## src/rtl/gate_net_arbiter_pkg.sv

```systemverilog
// gate_net_pkg: shared widths, FSM encoding and golden gate-network function.
package gate_net_pkg;
    localparam int DP_IN_W = 5;
    localparam int DP_OUT_W = 3;
    typedef enum logic [1:0] {ST_IDLE, ST_WAIT, ST_RESP} state_e;
    // {out3,out2,out1} from {in5,in4,in3,in2,in1}
    function automatic logic [DP_OUT_W-1:0] gate_net_ref(input logic [DP_IN_W-1:0] in);
        return {in[2] | ~in[3] | in[4], ~(in[1] & in[2]), ~(~(in[0] | in[1]) & in[2])};
    endfunction
endpackage

```

## src/rtl/gate_net_arbiter_if.sv

```systemverilog
// gate_net_arbiter_if: request/grant and valid/ready response bundle.
interface gate_net_arbiter_if
    import gate_net_pkg::*;
#(
    parameter int N = 4,
    parameter int ID_W = $clog2(N)
) ();
    logic [N-1:0] req;
    logic [DP_IN_W*N-1:0] req_data;
    logic [N-1:0] gnt;
    logic rsp_valid;
    logic rsp_ready;
    logic [ID_W-1:0] rsp_id;
    logic [DP_OUT_W-1:0] rsp_data;
    modport master(output req, req_data, rsp_ready, input gnt, rsp_valid, rsp_id, rsp_data);
    modport slave(input req, req_data, rsp_ready, output gnt, rsp_valid, rsp_id, rsp_data);
endinterface

```

## src/rtl/gate_net_arbiter_rr_pick.sv

```systemverilog
// rr_pick: round-robin winner search starting at ptr, wrapping modulo N.
module rr_pick #(
    parameter int N = 4,
    localparam int ID_W = $clog2(N)
) (
    input  logic [N-1:0]    req_i,
    input  logic [ID_W-1:0] ptr_i,
    output logic            any_o,
    output logic [ID_W-1:0] idx_o
);
    logic [N-1:0] rot;
    logic [ID_W-1:0] enc;
    logic [ID_W:0] sum;
    always_comb begin
        rot = N'({req_i, req_i} >> ptr_i);
        enc = '0;
        for (int k = N - 1; k >= 0; k--) if (rot[k]) enc = k[ID_W-1:0];
        sum = {1'b0, ptr_i} + {1'b0, enc};
        idx_o = sum >= (ID_W+1)'(N) ? ID_W'(sum - (ID_W+1)'(N)) : sum[ID_W-1:0];
    end
    assign any_o = |req_i;
endmodule

```

## src/rtl/gate_net_arbiter.sv

```systemverilog
// gate_net_arbiter: round-robin sharing of one registered gate-network datapath.
module gate_net_arbiter
    import gate_net_pkg::*;
#(
    parameter int N = 4,
    parameter int DP_LAT = 1,
    localparam int ID_W = $clog2(N)
) (
    input  logic                clk,
    input  logic                rst,
    gate_net_arbiter_if.slave   arb,
    output logic [DP_IN_W-1:0]  dp_in_o,
    input  logic [DP_OUT_W-1:0] dp_out_i
);
    localparam int CNT_W = $clog2(DP_LAT + 1);
    localparam logic [1:0] IDLE = ST_IDLE;
    localparam logic [1:0] WAIT = ST_WAIT;
    localparam logic [1:0] RESP = ST_RESP;

    logic [1:0] state_q, state_d;
    logic [CNT_W-1:0] cnt_q, cnt_d;
    logic [ID_W-1:0] ptr_q, ptr_d, rsp_id_q, rsp_id_d, idx;
    logic [N-1:0] gnt_q, gnt_d;
    logic [DP_IN_W-1:0] dp_in_q, dp_in_d;
    logic [DP_OUT_W-1:0] rsp_data_q, rsp_data_d;
    logic rsp_valid_q, rsp_valid_d, any;

    rr_pick #(.N(N)) u_pick (.req_i(arb.req), .ptr_i(ptr_q), .any_o(any), .idx_o(idx));

    always_comb begin
        state_d = state_q;
        cnt_d = cnt_q;
        ptr_d = ptr_q;
        gnt_d = '0;
        dp_in_d = dp_in_q;
        rsp_valid_d = rsp_valid_q;
        rsp_id_d = rsp_id_q;
        rsp_data_d = rsp_data_q;
        case (state_q)
            IDLE: if (any) begin
                gnt_d = N'(1) << idx;
                dp_in_d = arb.req_data[int'(idx)*DP_IN_W +: DP_IN_W];
                cnt_d = CNT_W'(DP_LAT);
                rsp_id_d = idx;
                state_d = WAIT;
            end
            WAIT: if (cnt_q == '0) begin
                rsp_data_d = dp_out_i;
                rsp_valid_d = 1'b1;
                state_d = RESP;
            end else cnt_d = cnt_q - 1'b1;
            RESP: if (arb.rsp_ready) begin
                rsp_valid_d = 1'b0;
                ptr_d = rsp_id_q == ID_W'(N - 1) ? '0 : rsp_id_q + 1'b1;
                state_d = IDLE;
            end
            default: state_d = IDLE;
        endcase
    end

    always_ff @(posedge clk) begin
        if (rst) begin
            state_q <= IDLE;
            cnt_q <= '0;
            ptr_q <= '0;
            gnt_q <= '0;
            dp_in_q <= '0;
            rsp_valid_q <= 1'b0;
            rsp_id_q <= '0;
            rsp_data_q <= '0;
        end else begin
            state_q <= state_d;
            cnt_q <= cnt_d;
            ptr_q <= ptr_d;
            gnt_q <= gnt_d;
            dp_in_q <= dp_in_d;
            rsp_valid_q <= rsp_valid_d;
            rsp_id_q <= rsp_id_d;
            rsp_data_q <= rsp_data_d;
        end
    end

    assign arb.gnt = gnt_q;
    assign arb.rsp_valid = rsp_valid_q;
    assign arb.rsp_id = rsp_id_q;
    assign arb.rsp_data = rsp_data_q;
    assign dp_in_o = dp_in_q;
endmodule

```

## src/flat_wrapper.sv

```systemverilog
// flat-port wrapper written by rule: the top's interface ports become plain ports
module gate_net_arbiter_flat import gate_net_pkg::*;
#(
    parameter int N = 4,
    parameter int DP_LAT = 1,
    localparam int ID_W = $clog2(N)
)
  (clk, rst, dp_in_o, dp_out_i, arb_req, arb_req_data, arb_rsp_ready, arb_gnt, arb_rsp_valid, arb_rsp_id, arb_rsp_data);
  gate_net_arbiter_if #(.N(N)) arb_i ();
  input  logic clk;
  input  logic rst;
  output logic [DP_IN_W-1:0] dp_in_o;
  input  logic [DP_OUT_W-1:0] dp_out_i;
  input wire logic [$bits(arb_i.req)-1:0] arb_req;
  input wire logic [$bits(arb_i.req_data)-1:0] arb_req_data;
  input wire logic [$bits(arb_i.rsp_ready)-1:0] arb_rsp_ready;
  output wire logic [$bits(arb_i.gnt)-1:0] arb_gnt;
  output wire logic [$bits(arb_i.rsp_valid)-1:0] arb_rsp_valid;
  output wire logic [$bits(arb_i.rsp_id)-1:0] arb_rsp_id;
  output wire logic [$bits(arb_i.rsp_data)-1:0] arb_rsp_data;
  assign arb_i.req = arb_req;
  assign arb_i.req_data = arb_req_data;
  assign arb_i.rsp_ready = arb_rsp_ready;
  assign arb_gnt = arb_i.gnt;
  assign arb_rsp_valid = arb_i.rsp_valid;
  assign arb_rsp_id = arb_i.rsp_id;
  assign arb_rsp_data = arb_i.rsp_data;
  gate_net_arbiter #(.N(N), .DP_LAT(DP_LAT)) u_core (.clk(clk), .rst(rst), .arb(arb_i), .dp_in_o(dp_in_o), .dp_out_i(dp_out_i));
endmodule
```

## config.mk

```make
export PLATFORM = sky130hd
export DESIGN_NAME = gate_net_arbiter_flat
export DESIGN_NICKNAME = d
export VERILOG_FILES = /design/src/rtl/gate_net_arbiter_pkg.sv /design/src/rtl/gate_net_arbiter_if.sv /design/src/rtl/gate_net_arbiter_rr_pick.sv /design/src/rtl/gate_net_arbiter.sv /design/src/flat_wrapper.sv
export SDC_FILE = /design/constraint.sdc
export NUM_CORES = 1
export LEC_CHECK = 0
export ABC_AREA = 1
export CAP_MARGIN = 20
export CORE_ASPECT_RATIO = 0.9
export CORE_MARGIN = 2
export CORE_UTILIZATION = 45
export CTS_CLUSTER_SIZE = 30
export DETAILED_ROUTE_END_ITERATION = 16
export PLACE_DENSITY = 0.92
export SKIP_LAST_GASP = 1
export SLEW_MARGIN = 0
export SYNTH_ARGS = -nofsm -noshare
export SYNTH_HDL_FRONTEND = slang
export SYNTH_SLANG_ARGS = --single-unit
```

## constraint.sdc

```tcl
create_clock -name clk -period 5.9 [get_ports clk]
set_clock_uncertainty 0.05 [all_clocks]
set_input_delay 1.475 -clock clk [delete_from_list [all_inputs] [get_ports clk]]
set_output_delay 1.475 -clock clk [all_outputs]
set_load 0.05 [all_outputs]
```

# After elaboration in Yosys (flattened, before gate mapping)
# Cells that the tools add are included.
word_totals:
  regBits: 20
  latch_bits: 0
  mem_bits_rw: 0
  romBits: 0
  input_bits: 30
  output_inout_bits: 15
  wordCells: 53
  mem_count: 0
op_classes:
  addsub: 4
  multipliers: 1
  div_mod_pow: 0
  n_lt_le_gt_ge: 1
  n_eq_ne: 6
  shifts: 3
  n_mux: 16
  bitwise_logic: 3
  reduce_logical: 11
ops:
  columns: ["op", "count"]
  rows:
  - ["variable part select 20 x 32 -> 5 bit", 1]
  - ["two-way mux 2 bit", 9]
  - ["AND reduction 2 bit", 4]
  - [">> shifter 8 x 2 -> 4 bit", 1]
  - ["one-hot mux 2 bit (3 select lines)", 1]
  - ["AND reduction 3 bit", 2]
  - ["multiplier 2 x 3 -> 5 bit, second input constant", 1]
  - ["== test 2 bit, second input constant", 2]
  - ["two-way mux 1 bit", 4]
  - ["inequality test 2 bit, second input constant", 2]
  - ["one-hot mux 1 bit (2 select lines)", 2]
  - ["nonzero test 2 bit", 2]
  - ["OR reduction 4 bit", 1]
  - ["<< shifter 1 x 2 -> 4 bit, first input constant", 1]
  - ["adder 2 x 2 -> 3 bit", 1]
  - [">= comparator 3 bit, second input constant", 1]
  - ["NOT 1 bit", 3]
  - ["OR reduction 3 bit", 1]
  - ["adder 2 x 1 -> 2 bit, second input constant", 1]
  - ["== test 2 x 1 -> 1 bit, second input constant", 1]
  - ["zero test 2 bit", 1]
  - ["inequality test 2 x 1 -> 1 bit, second input constant", 1]
  - ["subtractor 2 x 1 -> 2 bit, second input constant", 1]
  - ["subtractor 1 bit, second input constant", 1]

# Depth between registers and ports, before layout
logic_depth:
  ltp_word: 10
  ltp_mapped: 15
  ltp_nobuf: 15

# Hierarchy
# Synthesis repeated with hierarchy kept, for this count alone.
unflattened:
  cells_unflattened: 165
  hier_area_um2: 1086.0
modules_own_cells:
  columns: ["mod", "instances", "cells_each", "area_each_um2", "seq_area_each_um2"]
  rows:
  - ["gate_net_arbiter", 1, 130, 918.4, 400.4]
  - ["rr_pick", 1, 35, 167.7, 0.0]

# Worst setup path after synthesis
# Ideal clock, no wire load.
synth_path:
  path_kind: "in2reg"
  from: "input arb_req[1]"
  to: "register u_core.dp_in_q[3] (netlist: u_core.dp_in_o[3])"
  setup_time_ps: 56
  arrival_ps: 2919
  t_required_ps: 5794
  setup_slack_ps: 2875
  cell_stages: 14
  cell_sequence: "nand2_1 nand3_1 nand2_1 nand3_1 a21boi_0 ha_1 inv_1 clkbuf_1 nand2_1 nand2_1 nand3_1 nand3_1 nand2_1 inv_1"
synth_via:
  elab_chain_len: 10
synth_rtl:
  columns: ["item", "line", "source"]
  rows:
  - ["start: declaration", "flat_wrapper.sv:14", "input wire logic [$bits(arb_i.req)-1:0] arb_req;"]
  - [">> shifter 8 x 2 -> 4 bit (*)", "gate_net_arbiter_rr_pick.sv:15", "rot = N'({req_i, req_i} >> ptr_i);"]
  - ["two-way mux 2 bit (3 in series)", "gate_net_arbiter_rr_pick.sv:17", "for (int k = N - 1; k >= 0; k--) if (rot[k]) enc = k[ID_W-1:0];"]
  - ["two-way mux 2 bit (*)", "gate_net_arbiter_rr_pick.sv:17", null]
  - ["adder 2 x 2 -> 3 bit (*)", "gate_net_arbiter_rr_pick.sv:18", "sum = {1'b0, ptr_i} + {1'b0, enc};"]
  - [">= comparator 3 bit / subtractor 2 x 1 -> 2 bit (equally long branches)", "gate_net_arbiter_rr_pick.sv:19", "idx_o = sum >= (ID_W+1)'(N) ? ID_W'(sum - (ID_W+1)'(N)) : sum[ID_W-1:0];"]
  - ["two-way mux 2 bit (*)", "gate_net_arbiter_rr_pick.sv:19", null]
  - ["via u_core.idx[0]", "gate_net_arbiter.sv:22", "logic [ID_W-1:0] ptr_q, ptr_d, rsp_id_q, rsp_id_d, idx;"]
  - ["multiplier 2 x 3 -> 5 bit (*)", "gate_net_arbiter.sv:42", "dp_in_d = arb.req_data[int'(idx)*DP_IN_W +: DP_IN_W];"]
  - ["variable part select 20 x 32 -> 5 bit (*)", "gate_net_arbiter.sv:42", null]
  - ["end signal: assignment", "gate_net_arbiter.sv:76", "dp_in_q <= dp_in_d;"]
  - ["end: declaration", "gate_net_arbiter.sv:24", "logic [DP_IN_W-1:0] dp_in_q, dp_in_d;"]
# The timed path passes the listed nets; every way through them passes the cells marked *.
# A chain may end at the register's enable or synchronous reset.

# Worst setup path after layout
layout_path:
  from: "input arb_req[1]"
  to: "register u_core.dp_in_q[2] (netlist: u_core.dp_in_o[2])"
# Same word-level chain as after synthesis.

==> flow_summary.toml <==
[status]
outcome = "finished clean"

[worst_setup_path]
worst_path_max_delay_cell = "clkdlybuf4s50_1"
crit_arrival_ns = 3.67
crit_required_ns = 6.06
critPathLaunchType = "input port"
cp_max_fo = 13
worstSetupEndpointType = "register"
path_class = "in -> reg"
cpMostUsedCell = "nand2_1"
crit_chain = "clkdlybuf4s50_1 -> nand2_1 -> nand3_1 -> nand2_1 -> nand3_1 -> a21boi_0 -> ha_1 -> inv_1 -> nand2_1 -> nand2_1 -> nand3_1 -> nand3_1 -> nand2_1 -> inv_1"
cp_slowest_stage_delay_ns = 0.51

[cells_and_area]
fillCellCount = 193
final_cells = 240
drive_gt1_share_pct = 7.981
design_area_sq_mm = 0.001607
n_antenna_cell = 0
nNetsFinal = 246
area_delta_synth_final_pct = 46.58

[global_route]
grt_max_degree = 17
antenna_found_initial = 0
overflow = 0
grt_pass1_wl_mm = 4.629
grtUsageTotal_pct = 20.14
grt_pass1_vias = 1113

[routing]
wl_per_cell_microns = 11.53
ant_nets = 0
drtIter0Drc = 54
route.met2.wl_mm = 1.367
viasPerCell = 5.150
dr_wl_met3_microns = 231
drt-total-wl_mm = 2.767
vias = 1236
remaining_drc_errors = 0
highest_layer = "met4"
wl_met1_mm = 1.116
drtPass1Iterations = 4

[logic_synthesis]
synth-compound-area-share_pct = 6.849
synthTopCellsByArea = "dfxtp_1, nand2_1, nand3_1"
muxShareOfSynthArea_pct = 0
ys_seq_area_share_pct = 36.53
synth_area_leader_cell = "dfxtp_1"
synth_area_sq_mm = 0.001096
synth_nets = 201
synth.avg_cell_area_sq_um = 6.486
async_flop_share_pct = 0
synth_cells = 169
synthSimpleGateAreaFrac_pct = 46.23
ys_warn_count = 0
ys_ff_latch = 20
yosys-top-cells-count = "nand2_1, nand3_1, nor2_1"
synth_xor_xnor_area_share_pct = 1.484
synth_edf_count = 0
synth_fa_ha_area_share_pct = 2.283
yosysMostFrequentCell = "nand2_1"
synth_top_family_by_area = "simple AND/OR/NAND/NOR gates"
synth_cell_types = 20
synth_top_area_share_pct = 36.53
ys.flop_type = "dfxtp_1"

[timing]
setup_violations = 0
post-route-min-period_ns = 3.509
worst_pin_slew_ns = 0.5466
fin_tns_setup_ns = 0
hold_viol = 0
finalCritPeriodShare_pct = 59.48
grt_setup_unrepaired = "no"
slew_viol_final = 0
max_slew_margin_pct = 63.45
setup_ws_ns = 2.391
fmax_ghz = 0.2850

[cts]
path_clk_slew_ns = 0.12
cts.sinks = 20
cts-root-buf = "clkbuf_4"
cts_setup_buffers = 0
cts_max_level = 1
cts_tree = "yes"
clk_path_buf_depth = 2
cts_resized = 0
holdBufCountCts = 0
cts_buffers = 3
clock_latency_ns = 0.30

[die]
die_h_microns = 50.82
initial_utilization_pct = 48.88
coreArea_sq_mm = 0.002242
pin_count = 45
die-width_microns = 56.02
rows = 16
die-area_sq_mm = 0.002847

[power]
leakage_uw = 0.0007429
power_density_mw_per_mm2 = 343.9
p_total_uw = 552.6
ir_drop_uv = 307.4

[placed_design]
pre_cts_ws_ns = 2.113
post-dp-hpwl_mm = 2.113
gp_congestion = 0.8828
numPortBuffers = 44
dpl_cell_area_sq_mm = 0.001554
place_inst = 236

[flow_run]
drv_cap = 0

[min_path]
min_path_type = "reg -> reg"
==> cell type report <==
class / instances / area (sq um) / share of cell area [%]
multi-input combinational: 130 / 623.1 / 38.79
timing repair buffer: 44 / 440.4 / 27.41
sequential: 20 / 400.4 / 24.92
inverter: 15 / 56.30 / 3.505
tap: 27 / 33.78 / 2.103
clock inverter: 1 / 30.03 / 1.869
clock buffer: 3 / 22.52 / 1.402
==> worst max-delay path, delay by kind of cell <==
kind	cells	cell delay [ns]
buffers and inverters	3	0.82
and+or+nand+nor	9	0.80
adders and majority gates	1	0.50
AOI/OAI and AO/OA	1	0.08
==> worst paths after layout <==
check	cells past startpoint	slack [ns]	from	end
hold reg to reg	2	0.42	u_core.arb.rsp_data[1]$_SDFFE_PP0P_	u_core.arb.rsp_data[1]$_SDFFE_PP0P_
hold / removal	2	0.42	u_core.arb.rsp_data[1]$_SDFFE_PP0P_	u_core.arb.rsp_data[1]$_SDFFE_PP0P_
setup reg to reg	14	3.50	u_core.ptr_q[0]$_SDFFE_PP0P_	u_core.dp_in_o[3]$_SDFFE_PP0N_
setup / recovery	14	2.39	arb_req[1]	u_core.dp_in_o[2]$_SDFFE_PP0N_
==> cell usage in the layout, fill, tap and decap left out, types with 3 or more instances in the layout <==
cell type        synthesis  layout
nand2_1                 59      59
clkdlybuf4s50_1          0      44
nand3_1                 24      24
nor2_1                  23      23
dfxtp_1                 20      20
inv_1                   11      11
a21oi_1                  5       5
inv_2                    4       4
nand2_2                  4       4
a211oi_1                 3       3
clkbuf_4                 0       3
==> registers in the layout (all words and copies together), names as in the netlist <==
register / count
u_core.cnt_q: 1
u_core.arb.gnt: 4
u_core.arb.rsp_data: 3
u_core.arb.rsp_valid: 1
u_core.state_q: 2
u_core.dp_in_o: 5
u_core.arb.rsp_id: 2
u_core.ptr_q: 2
==> routing by layer <==
| layer | vias up | global-route usage (%) |
|---|---|---|
| met5 | - | 0 |
| met4 | 0 | 4.365 |
| met3 | 6 | 5.823 |
| met2 | 57 | 38.24 |
| met1 | 551 | 22.35 |
| li1 | 622 | - |
==> through the flow <==
stage	util (%)	hold slack [ns]
after floorplan	-	0.4354
after global placement	69.31	0.3974
after detailed placement	69.31	0.4058
after CTS	71.65	0.4222
after global routing	71.65	0.4499
final	71.65	0.4191
==> report_power, final <==
part | internal, uW | switching [uW]
sequential | 161 | 17.2
combinational | 93.1 | 170
clock | 68.7 | 42.8
==> kinds of logic (layout without fill, tap and decap cells) <==
group | count (synthesis) | after routing
simple gates | 115 | 115
flops | 20 | 20
buf+inv | 19 | 63
compound gates | 12 | 12
fa+ha+maj | 2 | 2
xor+xnor | 1 | 1
No activity file was read; power rests on OpenSTA's default activity.
